<file path="src/rtl/kernel_bank.sv">
// kernel_bank: ping-pong store of NUM_KERNELS conv kernels.
// Weights stream into the shadow bank; swap promotes it to active.
module kernel_bank #(
  parameter  int BITS        = 9,
  parameter  int KERNEL_SIZE = 3,
  parameter  int NUM_KERNELS = 4,
  localparam int KK = KERNEL_SIZE * KERNEL_SIZE,
  localparam int KW = (NUM_KERNELS > 1) ?
                      $clog2(NUM_KERNELS) : 1,
  localparam int PW = (KK > 1) ? $clog2(KK) : 1
) (
  input  logic             clk,
  input  logic             reset,
  input  logic             write_en,
  input  logic [BITS-1:0]  kernel_in,
  input  logic [KW-1:0]    wr_kernel,
  input  logic             swap,
  input  logic [KW-1:0]    rd_sel,
  output logic [KK*BITS-1:0] out,
  output logic             ready,
  output logic             shadow_full,
  output logic             busy,
  output logic             swap_ack
);

  typedef logic [BITS-1:0] elem_t;

  elem_t mem_q [2][NUM_KERNELS][KK];
  elem_t mem_d [2][NUM_KERNELS][KK];

  logic [NUM_KERNELS-1:0] valid_q, valid_d;
  logic [PW-1:0]          wr_ptr_q, wr_ptr_d;
  logic [KW-1:0]          cur_k_q, cur_k_d;
  logic                   bank_sel_q, bank_sel_d;
  logic                   ready_q, ready_d;
  logic                   swap_ack_q, swap_ack_d;
  logic [KK*BITS-1:0]     out_q, out_d;

  logic          accept;
  logic          wbank;
  logic [KW-1:0] k_eff;
  logic          k_ok;
  logic          rd_ok;
  logic          last_el;

  // A swap is only safe between kernels with a full shadow set.
  assign accept  = swap && (&valid_q) &&
                   (wr_ptr_q == '0);
  // In the accept cycle the old active bank becomes shadow.
  assign wbank   = accept ? bank_sel_q : ~bank_sel_q;
  assign k_eff   = (wr_ptr_q == '0) ? wr_kernel : cur_k_q;
  assign k_ok    = int'(k_eff) < NUM_KERNELS;
  assign rd_ok   = int'(rd_sel) < NUM_KERNELS;
  assign last_el = (wr_ptr_q == PW'(KK - 1));

  // Next-state: swap, shadow write and active-bank read.
  always_comb begin
    mem_d      = mem_q;
    valid_d    = valid_q;
    wr_ptr_d   = wr_ptr_q;
    cur_k_d    = cur_k_q;
    bank_sel_d = bank_sel_q;
    ready_d    = ready_q;
    swap_ack_d = 1'b0;
    out_d      = '0;

    if (accept) begin
      bank_sel_d = ~bank_sel_q;
      valid_d    = '0;
      ready_d    = 1'b1;
      swap_ack_d = 1'b1;
    end

    if (write_en) begin
      cur_k_d = k_eff;
      if (k_ok)
        mem_d[wbank][k_eff][wr_ptr_q] = kernel_in;
      if (last_el) begin
        wr_ptr_d = '0;
        if (k_ok)
          valid_d[k_eff] = 1'b1;
      end else begin
        wr_ptr_d = wr_ptr_q + PW'(1);
      end
    end

    if (rd_ok) begin
      for (int e = 0; e < KK; e++)
        out_d[(KK-e)*BITS-1 -: BITS] =
          mem_q[bank_sel_q][rd_sel][e];
    end
  end

  // State registers with synchronous reset.
  always_ff @(posedge clk) begin
    if (reset) begin
      for (int b = 0; b < 2; b++)
        for (int k = 0; k < NUM_KERNELS; k++)
          for (int e = 0; e < KK; e++)
            mem_q[b][k][e] <= '0;
      valid_q    <= '0;
      wr_ptr_q   <= '0;
      cur_k_q    <= '0;
      bank_sel_q <= 1'b0;
      ready_q    <= 1'b0;
      swap_ack_q <= 1'b0;
      out_q      <= '0;
    end else begin
      mem_q      <= mem_d;
      valid_q    <= valid_d;
      wr_ptr_q   <= wr_ptr_d;
      cur_k_q    <= cur_k_d;
      bank_sel_q <= bank_sel_d;
      ready_q    <= ready_d;
      swap_ack_q <= swap_ack_d;
      out_q      <= out_d;
    end
  end

  assign out         = out_q;
  assign ready       = ready_q;
  assign swap_ack    = swap_ack_q;
  assign shadow_full = &valid_q;
  assign busy        = (wr_ptr_q != '0);

endmodule

</file>
<file path="config.mk">
export PLATFORM = sky130hd
export DESIGN_NAME = kernel_bank
export DESIGN_NICKNAME = d
export VERILOG_FILES = /design/src/rtl/kernel_bank.sv
export SDC_FILE = /design/constraint.sdc
export NUM_CORES = 2
export LEC_CHECK = 0
export ABC_AREA = 1
export ABC_CLOCK_PERIOD_IN_PS = 3910
export BUFFER_PORTS_ARGS = -buffer_cell sky130_fd_sc_hd__buf_2
export CAP_MARGIN = 20
export CORE_ASPECT_RATIO = 1.75
export CORE_MARGIN = 5
export CORE_UTILIZATION = 60
export DETAILED_ROUTE_END_ITERATION = 10
export PLACE_DENSITY_LB_ADDON = 0.15
export SLEW_MARGIN = 20
export SYNTH_ARGS = -nofsm -noshare
export SYNTH_HDL_FRONTEND = slang
export SYNTH_SLANG_ARGS = --single-unit
</file>
<file path="constraint.sdc">
create_clock -name clk -period 3.91 [get_ports clk]
set_input_delay 0.391 -clock clk [delete_from_list [all_inputs] [get_ports clk]]
set_output_delay 0.391 -clock clk [all_outputs]
set_load 0.05 [all_outputs]
</file>
# After elaboration in Yosys (flattened, before gate mapping)
# Index checks and enable logic that the tools add are counted.
# classes
n_addsub	1
n_bitwise	7
n_reduce_logical	9
mux	22
n_lt_le_gt_ge	10
eq_ne	1
# ops
op	n
2-to-1 mux 324 bit	4
bitwise mux 648 bit	1
demux 324 bit (select 1 bit)	1
2-to-1 mux 81 bit	3
binary-select mux 81 bit (select 2 bit)	1
demux 81 bit (select 2 bit)	1
demux 9 bit (select 4 bit)	1
2-to-1 mux 4 bit	4
2-to-1 mux 9 bit	1
greater-or-equal comparator 3 bit, second input constant	2
logical AND 1 bit	6
inverter 2 -> 3 bit	2
greater-or-equal comparator 5 bit, second input constant	1
< comparator 5 x 1 -> 1 bit, second input constant	1
inverter 4 -> 5 bit	1
adder 4 x 1 -> 4 bit, second input constant	1
== test 4 bit, second input constant	1
greater-or-equal comparator 2 bit, second input constant	2
logical NOT 4 bit	1
inverter 1 -> 2 bit	2
OR 4 bit	1
AND reduction 4 bit	1
nonzero test 4 bit	1
< comparator 2 x 3 -> 1 bit, second input constant	1
other kinds (7)	9
# totals
elab_cells	129
in_bits	17
register_bits	742
out_inout_bits	85

# Depth between registers and ports, before layout
# logic_depth
depth_word	10
mapped_depth	12

# Worst setup path after synthesis
# Ideal clock, no wire load.
# synth_timing
kind	reg2reg
start	register wr_ptr_q[0]
end	register mem_q[234] (netlist bit)
arrival_ns	2.030
t_required_ns	3.846
period_less_slack_ns	2.094
stages_incl_launch_ff	13
setup_ns	0.064
setup_slack_ns	1.816
path_cell_list	dfxtp_1 inv_1 ha_1 buf_2 nand2_4 nand2_1 nand2_2 nand2_4 nor2_2 inv_1 nor2_2 nor2_1 nor2_1
# synth_between
elab_chain_cells	10
word_cells_on_any_way	23
classes_between	order compare (6); mux (9); bitwise (3); reduce/logical (5)
# synth_lines
element	line	source
start, declared	32	logic [PW-1:0] wr_ptr_q, wr_ptr_d;
start signal, assigned	111	wr_ptr_q <= wr_ptr_d;
inverter 4 -> 5 bit (implied by the code) / logical NOT 4 bit (equally long branches)	77, 48, 51	
greater-or-equal comparator 5 bit (implied by the code) (tied with other cells)	77	mem_d[wbank][k_eff][wr_ptr_q] = kernel_in;
logical AND 1 bit (implied by the code) / inverter 2 -> 3 bit (equally long branches)	77	
2-to-1 mux 9 bit (implied by the code) (tied with other cells)	77	
demux 9 bit (select 4 bit) / logical AND 1 bit (equally long branches)	77	
2-to-1 mux 81 bit (implied by the code)	77	
demux 81 bit (select 2 bit)	77	
2-to-1 mux 324 bit (implied by the code)	77	
demux 324 bit (select 1 bit) (*)	77	
bitwise mux 648 bit (*)	77	
end signal, assigned	109	mem_q <= mem_d;
end, declared	28	elem_t mem_q [2][NUM_KERNELS][KK];
# Mark *: on every way between the ends. The rest lies on a longest branch, timed or not.
# A chain may end at the register's enable or synchronous reset.

# Final worst setup path
# layout_timing
start	register wr_ptr_q[1]
end	register mem_q[210] (netlist bit)
# The elaborated chain is that of the path after synthesis.

==> flow_summary.json <==
{
  "instances_no_fill": 5690,
  "routed_wl_mm": 99.94,
  "root_buffer": "clkbuf_16",
  "die_x_um": 190.5,
  "grt_antenna_before_repair": 0,
  "outcome": "finished, final reports clean",
  "grt_usage_pct": 31.32,
  "antenna_cells": 0,
  "ir_drop_uv": 490.1,
  "crit_fanout": 74,
  "max_slew.worst_pin.slew_ns": 1.221,
  "ys_seq_area_share_pct": 43.44,
  "hold-path-endpoint": "ready",
  "numCtsBuffers": 69,
  "powerDensity_nw_per_um2": 431.6,
  "synth_nets": 5077,
  "r2r-end": "mem_q[210]",
  "start_util_pct": 60.63,
  "rsz0062_at_grt": "no",
  "critPathKind": "flop to flop",
  "fmaxAchievable_mhz": 340.6,
  "layout.nets": 4905,
  "num_vias": 33054,
  "grt_max_degree": 249,
  "fillCellCount": 5297,
  "required_ns": 4.41,
  "ctsResizeCount": 0,
  "grt_first_pass_wirelength_mm": 162.8,
  "place.gp.congestion": 0.8299,
  "synthSimpleGateAreaFrac_pct": 39.33,
  "crit-reg2reg-launch": "wr_ptr_q[1]",
  "synth_top_family_by_area": "simple AND/OR/NAND/NOR gates",
  "core_um2": 56400,
  "maxCapViolCount": 0,
  "maxSlewHeadroom_pct": 18.58,
  "grt_overflow": 0,
  "cp-end-kind": "flop",
  "row_count": 115,
  "numPortBuffers": 101,
  "hp-class": "input port to flop",
  "first_iter_violations": 3308,
  "clock-sinks": 742,
  "yosys-mux-area-fraction_pct": 0,
  "drc": 0,
  "critical_path.startpoint_type": "flop",
  "worstHoldStart": "swap",
  "synth_area_um2": 34200,
  "dp_hpwl_mm": 56.37,
  "fin_crit_sh_pct": 75.08,
  "grt_pass1_vias": 31081,
  "layout-drive-gt1-share_pct": 8.682,
  "ctsLongestPathBuffers": 3,
  "finalClockSkew_ns": 0.01120,
  "final_common_cell": "nor2_1",
  "ios": 102,
  "synth-seq-cells": 742,
  "wire_per_inst_um": 17.56,
  "syn_inst": 5056,
  "arrival_ns": 3.43,
  "yosys_warnings": 0,
  "cts_hold_buf": 0,
  "cts.reportedPaths.clkPinSlew_ns": 0.06,
  "synthXorXnorAreaFrac_pct": 0.02561,
  "whs_path_depth": 5,
  "most-common-layout-cells": "1791 x nor2_1, 741 x dfxtp_1, 627 x nand2_1",
  "first_pass_iters": 5,
  "clkLatencyLatePin_ns": 0.61,
  "postRouteAntennaNets": 0,
  "synth_fa_ha_area_share_pct": 0.1464,
  "hold_viol_final": 0,
  "regToRegSetupSlack_ns": 0.97,
  "cts_max_level": 3,
  "die_y_um": 325.8,
  "post_cts_buffers": 0,
  "postSynthAreaPerCell_um2": 6.764,
  "dieArea_um2": 62060,
  "finalSetupViolations": 0,
  "area_delta_synth_final_pct": 8.565,
  "cts_tree": "yes",
  "via_per_inst": 5.809,
  "final.min_clock_period_ns": 2.936,
  "dpl.cell_count": 5573,
  "synth_cell_types": 28,
  "reg2regPathDepth": 10,
  "setup_tns_ns": 0,
  "power.static_leakage_uw": 0.01418,
  "finalMaxSlewViolations": 0,
  "synth_compound_area_share_pct": 10.73
}
-- cells by family after synthesis --
kind of cell / after synthesis
compound gates: 715
xor+xnor: 1
fa+ha+maj: 4
buf+inv: 531
flops: 742
simple gates: 3063
-- power breakdown --
part           switching (µW)  internal (µW)
clock network            2960           4250
registers                28.9           7630
logic                     919            241
-- synth_stat cells --
cell type,instances,share of area (%)
a21oi_1,53,0.78
a31oi_1,72,1.3
buf_1,80,0.88
buf_2,111,1.6
buf_6,3,0.099
buf_8,1,0.044
clkbuf_1,234,2.6
clkinv_1,11,0.12
dfxtp_1,742,43
ha_1,4,0.15
inv_1,67,0.74
inv_2,24,0.26
nand2_1,627,6.9
nand2_2,7,0.13
nand2_4,6,0.20
nand3_1,10,0.15
nand3_2,1,0.029
nand3b_1,1,0.022
nand4_1,532,9.7
nor2_1,1791,20
nor2_2,35,0.64
nor2_4,44,1.4
nor2_8,7,0.41
nor3_1,1,0.015
nor4_1,1,0.018
o21ai_0,588,8.6
o21ai_1,2,0.029
xor2_1,1,0.026
-- cell type report --
class                           instances  area [µm²]  share of cell area, %
Inverter                              102       401.6                  1.082
Clock inverter                         15       275.3                 0.7414
Tap cell                              760       950.9                  2.561
Timing Repair Buffer                  186        1335                  3.596
Multi-Input combinational cell       3783       17200                  46.33
Sequential cell                       742       14860                  40.02
Clock buffer                          102        2106                  5.672
-- critical path, stage by stage, from the launching register on --
cell     delay [ns]
dfxtp_1        0.33
inv_1          0.13
ha_1           0.39
nand3_2        0.16
nor2_2         0.16
nand2_1        0.15
nand2_8        0.29
buf_4          0.77
nand4_1        0.22
nand2_1        0.12
nor2_1         0.04
-- metrics by stage --
| stage | setup slack [ns] | hold WS [ns] | utilization, % | instance area (µm²) | total power [µW] |
|---|---|---|---|---|---|
| 2_1_floorplan | 1.816 | 0.4374 | - | 34200 | 8625 |
| 5_1_grt | 0.8033 | 0.2303 | 65.82 | 37130 | 16500 |
| 6_report | 0.9744 | 0.2307 | 65.82 | 37130 | 16030 |
| 3_3_place_gp | 1.133 | 0.4450 | 61.60 | 34740 | 8965 |
| 4_1_cts | 1.032 | 0.2076 | 65.82 | 37130 | 16070 |
| 3_5_place_dp | 1.054 | 0.4487 | 61.60 | 34740 | 8971 |
-- layer usage --
| layer | up-vias | GRT usage, % | wire (µm) |
|---|---|---|---|
| met3 | 259 | 3.685 | 6682 |
| met2 | 1254 | 53.42 | 48510 |
| li1 | 16293 | - | - |
| met5 | - | 0 | 0 |
| met1 | 15248 | 39.54 | 40400 |
| met4 | 0 | 14.34 | 4344 |
-- how the worst max path moves through the flow --
stage | from | endpoint | slack [ns] | depth (start not counted)
2_1_floorplan | wr_ptr_q[0] | mem_q[234] | 1.82 | 12
3_3_place_gp | wr_ptr_q[1] | mem_q[210] | 1.13 | 10
3_5_place_dp | wr_ptr_q[1] | mem_q[210] | 1.05 | 10
4_1_cts | wr_ptr_q[1] | mem_q[210] | 1.03 | 10
5_1_grt | wr_ptr_q[1] | mem_q[264] | 0.80 | 10
6_report | wr_ptr_q[1] | mem_q[210] | 0.97 | 10
-- flip-flops by register name, indices dropped and copies added, names as in the netlist --
signal	count
bank_sel_q	1
cur_k_q	2
mem_q	648
out	81
ready	1
swap_ack	1
valid_q	4
wr_ptr_q	4
Power figures use the tool's default switching activity.
